[config.mk]
export PLATFORM = sky130hd
export DESIGN_NAME = instr_fetch
export DESIGN_NICKNAME = d
export VERILOG_FILES = /design/src/rtl/instr_fetch.sv
export SDC_FILE = /design/constraint.sdc
export NUM_CORES = 1
export LEC_CHECK = 0
export CAP_MARGIN = 15
export CORE_MARGIN = 8
export CORE_UTILIZATION = 25
export DETAILED_ROUTE_END_ITERATION = 12
export PLACE_DENSITY = 0.76
export SKIP_CTS_REPAIR_TIMING = 1
export SLEW_MARGIN = 20
export SYNTH_ARGS = -nofsm -noshare
export SYNTH_HDL_FRONTEND = slang
export SYNTH_SLANG_ARGS = --single-unit
[constraint.sdc]
create_clock -name clk -period 1.17 [get_ports clk]
set_input_delay 0.117 -clock clk [delete_from_list [all_inputs] [get_ports clk]]
set_output_delay 0.117 -clock clk [all_outputs]
set_load 0.01 [all_outputs]
[src/rtl/instr_fetch.sv]
// ---------------------------------------------------------------------------
// instr_fetch
// Fetch stage between the instruction pointer and the decoder. Reads the
// current IP and issues a word read to instruction memory. It holds the
// returned word for the decoder on a valid/ready handshake. When the decoder
// accepts the word, it drives the IP adjust/update inputs with +1 or with a
// signed branch offset.
//
// Optional feature macro: FETCH_TIMEOUT_EN
//   When defined, a request left unacknowledged for TIMEOUT_CYCLES cycles
//   drops mem_req, raises the sticky fault flag and parks the stage in the
//   terminal FAULT state until reset. When undefined, REQ waits
//   indefinitely and fault is tied to 0.
//
// Handshake semantics:
//   memory : mem_req is held high, with mem_addr = ip, until the cycle in
//            which mem_ack=1. mem_data is captured in that cycle. mem_ack
//            outside REQ is ignored.
//   decoder: instr/instr_valid stay stable until instr_valid & instr_ready
//            (accept). ip_update and ip_adj are asserted combinationally
//            only in the accept cycle.
//
// Ports
//   clk, reset            rising-edge clock, async active-high reset
//   run                   allow new fetches
//   ip                    current instruction pointer
//   mem_addr/mem_req      memory read address / request
//   mem_ack/mem_data      memory data valid / read data
//   instr/instr_valid     fetched word to decoder / valid
//   instr_ready           decoder accepts instr
//   branch/branch_adj     accepted instr redirects IP by signed branch_adj
//   ip_adj/ip_update      signed IP adjustment / update strobe
//   fault                 sticky fetch timeout flag
//   dbg_state             current FSM state (0 IDLE, 1 REQ, 2 HOLD, 3 FAULT)
// WORD_SIZE defaults to the project-wide word width used in parameters.v.
// ---------------------------------------------------------------------------
module instr_fetch #(
  parameter int WORD_SIZE      = 16,
  parameter int TIMEOUT_CYCLES = 16
) (
  input  logic                 clk,
  input  logic                 reset,
  input  logic                 run,
  input  logic [WORD_SIZE-1:0] ip,
  output logic [WORD_SIZE-1:0] mem_addr,
  output logic                 mem_req,
  input  logic                 mem_ack,
  input  logic [WORD_SIZE-1:0] mem_data,
  output logic [WORD_SIZE-1:0] instr,
  output logic                 instr_valid,
  input  logic                 instr_ready,
  input  logic                 branch,
  input  logic [WORD_SIZE-1:0] branch_adj,
  output logic [WORD_SIZE-1:0] ip_adj,
  output logic                 ip_update,
  output logic                 fault,
  output logic [1:0]           dbg_state
);

  typedef enum logic [1:0] {
    S_IDLE  = 2'd0,
    S_REQ   = 2'd1,
    S_HOLD  = 2'd2,
    S_FAULT = 2'd3
  } state_t;

  localparam logic [WORD_SIZE-1:0] ONE = {{(WORD_SIZE-1){1'b0}}, 1'b1};

  // A zero-cycle timeout would make every request fault immediately.
  if (TIMEOUT_CYCLES < 1) begin : g_bad_timeout
    $error("instr_fetch: TIMEOUT_CYCLES must be at least 1");
  end

  state_t state, next;
  logic   accept;
  logic   timeout_hit;

  assign accept = (state == S_HOLD) && instr_ready;

`ifdef FETCH_TIMEOUT_EN
  localparam int CNT_W = $clog2(TIMEOUT_CYCLES + 1);
  // Counts the REQ cycles already elapsed. It is zero in every other
  // state, so it is zero on every entry to REQ.
  logic [CNT_W-1:0] req_cnt;

  always_ff @(posedge clk or posedge reset) begin
    if (reset)
      req_cnt <= '0;
    else if (state == S_REQ)
      req_cnt <= req_cnt + CNT_W'(1);
    else
      req_cnt <= '0;
  end

  // This is the last permitted REQ cycle. It only matters if no ack arrives.
  assign timeout_hit = (state == S_REQ) && (req_cnt == CNT_W'(TIMEOUT_CYCLES - 1));
`else
  assign timeout_hit = 1'b0;
`endif

  // State register
  always_ff @(posedge clk or posedge reset) begin
    if (reset)
      state <= S_IDLE;
    else
      state <= next;
  end

  // Next-state logic
  always_comb begin
    next = state;
    case (state)
      S_IDLE: if (run) next = S_REQ;
      // run is deliberately not checked: an issued request always completes.
      S_REQ: begin
        if (mem_ack)
          next = S_HOLD;
        else if (timeout_hit)
          next = S_FAULT;
      end
      S_HOLD: if (accept) next = run ? S_REQ : S_IDLE;
`ifdef FETCH_TIMEOUT_EN
      S_FAULT: next = S_FAULT;
`endif
      default: next = S_IDLE;
    endcase
  end

  // Fetched-word register: loaded only on the acknowledged REQ cycle.
  always_ff @(posedge clk or posedge reset) begin
    if (reset)
      instr <= '0;
    else if ((state == S_REQ) && mem_ack)
      instr <= mem_data;
  end

  // Output logic
  always_comb begin
    mem_req     = (state == S_REQ);
    mem_addr    = (state == S_REQ) ? ip : '0;
    instr_valid = (state == S_HOLD);
    ip_update   = accept;
    ip_adj      = '0;
    if (accept)
      ip_adj = branch ? branch_adj : ONE;
`ifdef FETCH_TIMEOUT_EN
    fault       = (state == S_FAULT);
`else
    fault       = 1'b0;
`endif
    dbg_state   = state;
  end

endmodule

After elaboration in Yosys (flattened, before gate mapping) --
Cells that the tools add are included.
Storage, ports and cells: bits of input ports 54, bits in registers 18, output and inout port bits 54, logic and storage cells 19
Cells by class: equality and inequality tests 5, reduce and logical (&&, ||, !) cells 4, multiplexer cells 8
Operators with widths (count):
- two-way mux 16 bit | 3
- two-way mux 2 bit | 3
- case mux 2 bit (3 select lines) | 1
- inequality test 2 x 1 -> 1 bit (second input constant) | 2
- AND reduction 3 bit | 1
- equality test 2 x 1 -> 1 bit (second input constant) | 1
- equality test 2 bit (second input constant) | 1
- logical AND 1 bit | 2
- zero test 2 bit | 1
- inequality test 2 bit (second input constant) | 1
- two-way mux 1 bit | 1

Depth between registers and ports, before layout --
Gate-level depths: netlist of run 1.
depth in word-level cells 4, gate-level depth with buffers 3

Worst setup path before layout of run 1 --
Ideal clock, no wire load.
kind reg-to-output, start reg state[0], in the netlist dbg_state[0], end out ip_adj[10], cell stages (with the launch flop) 4, path slack -0.146 ns, path buffers 1, data arrival time 1.199 ns, data required time 1.053 ns, path through dfrtp_1 and4b_1 clkbuf_1 and2_1
Between the ends: word-level cells in the longest chain between the ends 3
Ends and longest elaborated chain:
- start: declaration | line 74 | state_t state, next;
- start signal: assignment | line 106 | state <= next;
- equality test 2 bit | line 78 | assign accept = (state == S_HOLD) && instr_ready;
- logical AND 1 bit | line 78
- two-way mux 16 bit | line 144 | if (accept)
- end: declaration | line 54 | output logic [WORD_SIZE-1:0] ip_adj,
Every way passes these cells.

Final worst setup path of run 1 --
start reg state[1], in the netlist dbg_state[1], end out ip_adj[6]
Same word-level chain as after synthesis.

==> results.md, run 1 <==
- Status: finished with violations
- Failing checks: negative setup slack
- Gr ovfl total: 0
- Fin crit share: 127%
- Commonest non-fill, non-tap cell in the layout: clkdlybuf4s50_1
- ANT nets after route: 0
- Number of synthesized register bits: 18
- Clk buf depth: 2
- Sink Count: 18
- Antenna cell count: 0
- Fin cells: 254
- Final Worst Setup Slack: -311 ps
- Routability congestion estimate: 0.768
- Hold Crit Class: in2async
- Clk_skew: 1.54 ps
- Synth Warn #: 0
- Root buf cell: clkbuf_8
- Initial DRC count: 13
- Mux contribution to synthesized area: 21.6%
- Initial Util: 25.3%
- H-tree levels: 1
- Syn nets: 138
- Max_cap viols: 0
- Setup crit start kind: flip-flop
- Total iterations of the first detailed-routing run: 4
- Req. time, crit path: 1050 ps
- Largest net degree at the start of global routing: 17
- DR DRC count: 0
- Fin nets: 259
- Reg2reg setup slack: -150 ps
- Post-synth EDFFs: 0
- Total CTS buffers: 3
- HPWL Detailed: 3450 µm
- Tmin final: 1480 ps
- Fraction of registers with async set or reset after synthesis: 100%
- Chip Width: 78.9 µm
- CP max FO: 7
- Simple-gate share of the synthesized area: 26.3%
- Fill cells: 329
- Power per cell area: 1930 nW/µm²
- Leakage: 0.00125 µW
- RSZ-0062 raised after global routing: true
- Setup tns final: -11790 ps
- XOR/XNOR share of the synthesized area: 0%
- Fmax: 675 MHz
- Initial antenna violation count: 0
- CORE AREA: 3910 µm²
- Vias in the first global route: 1061
- VDD IR-drop max: 0.00126 V
- Most frequent cells in the layout: clkdlybuf4s50_1, buf_6, and2_1
- Share of the yosys chip area belonging to registers: 45.6%
- Port buffer count: 106
- Cell count after synthesis: 84
- Placed Cells: 246
- Yosys cell types: 20
- Final Max Slew Viols: 0
- CTS tree: built
- Routed vias/inst: 4.17
- Wire per inst: 16.5 µm
- Final hold violations: 0
- WL final: 4180 µm
- Post-synthesis adder-cell area fraction: 0%
- Power consumption: 4480 µW
- Vias: 1059
- Syn avg cell area: 11.8 µm²
- Core Rows: 23
- CP Class: reg2out
- First-pass GRT wire length: 5610 µm
- I/O pin count: 108
- Chip height: 78.9 µm
- Layout cell share with drive strength beyond 1: 44.1%
- Latest clock arrival within the worst-skew pair: 250 ps
- Endpoints failing setup: 52
- Post-synth top flop: dfrtp_1
- Main combinational cell family by area after synthesis: simple AND/OR/NAND/NOR gates
- Syn Std Cell Area: 988 µm²
- CP endpoint kind: output port
- Crit path DAT: 1360 ps
- Die outline area: 6220 µm²
- Post-synthesis compound-gate area fraction: 2.15%
- Reg clk slew, reported paths: 70 ps
- Area grow syn2layout: 134%
- GRT Total Usage: 11.2%
==> registers in the layout, summed over array words and instances, names as in the netlist <==
register	cells
instr	16
dbg_state	2
==> logic make-up (layout without fill, tap and decap cells) <==
logic type	count (synthesis)	count (layout)
AND/OR/NAND/NOR	39	39
AO/OA/AOI/OAI	3	3
multiplexers	16	16
buffers and inverters	7	127
flip-flops	18	18
other	1	1
==> metal layers <==
| metal | track usage (%) | wire length, µm | vias to the layer above |
|---|---|---|---|
| li1 | - | - | 509 |
| met1 | 14.0 | 1950 | 482 |
| met2 | 18.8 | 1950 | 68 |
| met3 | 3.27 | 282 | 0 |
| met4 | 2.22 | 0 | 0 |
| met5 | 0 | 0 | - |
==> area by class of cell <==
| cell class | count | area, µm² | area share [%] |
|---|---|---|---|
| Inverter | 3 | 11.3 | 0.486 |
| Timing Repair Buffer | 120 | 1190 | 51.2 |
| Tap cell | 50 | 62.6 | 2.70 |
| Multi-Input combinational cell | 59 | 547 | 23.6 |
| Clock buffer | 4 | 55.1 | 2.38 |
| Sequential cell | 18 | 453 | 19.6 |
==> power breakdown <==
group / switching, µW / leakage (µW) / internal (µW)
logic: 1060 / 0.00101 / 1800
registers: 176 / 0.000211 / 949
clock network: 193 / 0.0000288 / 298
==> critical path, stage by stage, from the launching register on <==
cell and delay (ps):
dfrtp_2 440, and4b_2 260, buf_6 140, and2_1 140, buf_2 140
==> cells in the mapped netlist, types with 3 or more instances <==
cell,instances,area share [%]
and2_1,32,20
dfrtp_1,18,46
inv_1,3,1.1
mux2_2,7,8.0
mux2_4,9,14
==> metrics by stage <==
step / cell area (µm²) / worst slack (ps) / util (%) / hold slack, ps
2_1_floorplan: 995 / -57.6 / - / 55.4
3_3_place_gp: 2200 / -578 / 56.2 / 447
3_5_place_dp: 2200 / -604 / 56.2 / 455
4_1_cts: 2250 / -741 / 57.6 / 184
5_1_grt: 2310 / -355 / 59.1 / 198
6_report: 2310 / -311 / 59.1 / 175
==> final timing paths <==
kind	from	depth (start not counted)	end
worst min register to register	instr[9]	1	instr[9]
worst max register to register	dbg_state[1]	4	instr[13]
min in group clk	run	3	dbg_state[0]
worst min-delay path	reset	3	instr[4]
worst max-delay path	dbg_state[1]	4	ip_adj[6]
max in group asynchronous	reset	3	dbg_state[0]
No activity file was read; power rests on OpenSTA's default activity.
==> run 2, diff against run 1 <==
--- a/config.mk
+++ b/config.mk
@@ -7,9 +7,9 @@
 export LEC_CHECK = 0
 export CAP_MARGIN = 15
 export CORE_MARGIN = 8
-export CORE_UTILIZATION = 25
+export CORE_UTILIZATION = 35
 export DETAILED_ROUTE_END_ITERATION = 12
-export PLACE_DENSITY = 0.76
+export DONT_BUFFER_PORTS = 1
 export SKIP_CTS_REPAIR_TIMING = 1
 export SLEW_MARGIN = 20
 export SYNTH_ARGS = -nofsm -noshare
==> results.md, run 2 (synthesized netlist as in run 1, its figures left out) <==
- Most frequent cells in the layout: dlygate4sd3_1, and2_1, dfrtp_1
- Largest Register: instr
- Latest clock arrival within the worst-skew pair: 280 ps (+30 ps)
- RR Startpoint: dbg_state[1]
- Initial antenna violation count: 0 (unchanged)
- Req. time, crit path: 1050 ps (about the same)
- Setup crit start kind: flip-flop
- Switch Pwr: 1220 µW (-15%)
- Largest register FFs: 16 (unchanged)
- Gr ovfl total: 0 (unchanged)
- Final hold violations: 0 (unchanged)
- Routability congestion estimate: 0.750 (-2.4%)
- Power per cell area: 2300 nW/µm² (+19%)
- Reg2reg setup slack: -40 ps (+110 ps)
- Failing checks: negative setup slack
- Final Worst Setup Slack: -265 ps (+46.2 ps)
- Routed vias/inst: 5.17 (+24%)
- CP max FO: 15 (+8)
- Cell breakdown of the critical path: and4b_1 > buf_6 > and2_4
- RSZ-0062 raised after global routing: true
- Commonest non-fill, non-tap cell in the layout: dlygate4sd3_1
- Sw Ratio: 38.0% (+6.1 points)
- Hold Crit Depth: 2
- Design area: 1400 µm² (-40%)
- Max_cap viols: 0 (unchanged)
- Area post-placement: 1050 µm² (-52%)
- Die outline area: 4780 µm² (-23%)
- WL final: 2980 µm (-29%)
- M1 GR Usage: 11.2% (-2.8 points)
- Leakage: 0.000663 µW (-47%)
- Worst slew margin: 57.1%
- Comb power frac: 48.5% (-15 points)
- Reg clk slew, reported paths: 90 ps (+20 ps)
- Vias in the first global route: 733 (-31%)
- Hold path start: mem_ack
- Fmax: 697 MHz (+3.2%)
- Fin crit share: 123% (-3.9 points)
- I/O pin count: 108 (unchanged)
- Sink Count: 18 (unchanged)
- Reg2reg end: instr[15]
- GR Layer Usage met2: 17.6% (-1.2 points)
- Total CTS buffers: 3 (unchanged)
- GRT Max-Usage Layer: met2
- Fin nets: 167 (-36%)
- Area grow syn2layout: 41.3%
- CP Class: reg2out
- Clk_skew: 1.49 ps (-0.0494 ps)
- CP peak stage delay: 450 ps (about the same)
- Initial DRC count: 12 (-1)
- Layout cell share with drive strength beyond 1: 46.4% (+2.3 points)
- Total iterations of the first detailed-routing run: 2 (-2)
- Hold Path Sink: dbg_state[0]
- Pint: 1990 µW (-35%)
- Setup tns final: -8280 ps (+3510 ps)
- Crit path DAT: 1320 ps (-40 ps)
- Hold Crit Class: in2reg
- VDD IR-drop max: 0.00131 V (+4.4%)
- Endpoints failing setup: 45 (-13%)
- First-pass GRT wire length: 4370 µm (-22%)
- R2r worst-path depth: 3 (-1)
- CORE AREA: 2710 µm² (-31%)
- Tmin final: 1430 ps (-46.2 ps)
- Initial Util: 36.5% (+11 points)
- GRT Total Usage: 10.9% (-0.39 points)
- DR DRC count: 0 (unchanged)
- Status: finished with violations
- Chip Width: 69.1 µm (-12%)
- Chip height: 69.1 µm (-12%)
- Clk buf depth: 2 (unchanged)
- Root buf cell: clkbuf_4
- CTS tree: built
- CP max-delay cell: dfrtp_2
- Final Max Slew Viols: 0 (unchanged)
- Largest net degree at the start of global routing: 19 (+2)
- H-tree levels: 1 (unchanged)
- Port buffer count: 0 (-100%)
- HPWL Detailed: 2420 µm (-30%)
- Antenna cell count: 0 (unchanged)
- Core Rows: 19 (-17%)
- Met3 GRT Util: 6.87% (+3.6 points)
- Wire per inst: 20.8 µm (+27%)
- Fill cells: 240 (-27%)
- ANT nets after route: 0 (unchanged)
- Sequential share of power: 42.0% (+17 points)
- Worst-margin pin slew: 643 ps
- CP endpoint kind: output port
- Clock Power Share: 9.5% (-1.5 points)
- Vias: 739 (-30%)
[run 2: changes by cell type in the layout (fill, tap and decap cells not counted), sizes merged]
cell and change:
buf -28, clkdlybuf4s50 -54, dlygate4sd3 +19, dlymetal6s2s -17
clkbuf -12
[run 2: worst max path at each step]
stage	from	endpoint	slack [ps]	cells past startpoint
6_report	dbg_state[0]	ip_adj[7]	-260	3
5_1_grt	dbg_state[0]	ip_adj[7]	-320	3
4_1_cts	dbg_state[1]	mem_addr[10]	-340	2
3_5_place_dp	dbg_state[1]	instr[14]	-110	2
3_3_place_gp	dbg_state[1]	instr[13]	-50	2
2_1_floorplan	dbg_state[1]	instr[0]	-60	3
[run 2: final cells by class]
cell class,count,area [µm²],area share [%]
Clock buffer,4,26.3,1.88
Inverter,3,13.8,0.986
Sequential cell,18,453,32.4
Multi-Input combinational cell,59,566,40.5
Timing Repair Buffer,28,299,21.4
Tap cell,31,38.8,2.78
[run 2: critical path, delay by kind of cell (launching register included)]
kind                   cells  cell delay (ps)
DFF                        1              450
buffers and inverters      1              150
and+or+nand+nor            2              440
[run 2: routing by layer]
metal | up-vias | part of all wire [%]
li1 | 327 | -
met4 | 0 | 0.84
met1 | 339 | 35
met3 | 4 | 16
met5 | - | 0
met2 | 69 | 49
[run 2: power by group through the flow]
stage	clock [µW]	sequential, µW	combinational, µW
5_1_grt	343	1400	1660
4_1_cts	320	1360	1260
2_1_floorplan	0	1300	1020
3_3_place_gp	0	1360	1230
3_5_place_dp	0	1360	1270
6_report	304	1350	1560
[run 2: through the flow]
step	worst slack, ps	utilization, %	hold slack [ps]	cells	power [µW]
floorplan	-57.6	-	55.4	84	2320
global placement	-53.6	38.6	118	117	2590
detailed placement	-107	38.6	134	117	2630
CTS	-340	39.6	-190	121	2950
global route	-319	51.5	58.3	143	3400
finish	-265	51.5	52.7	143	3210
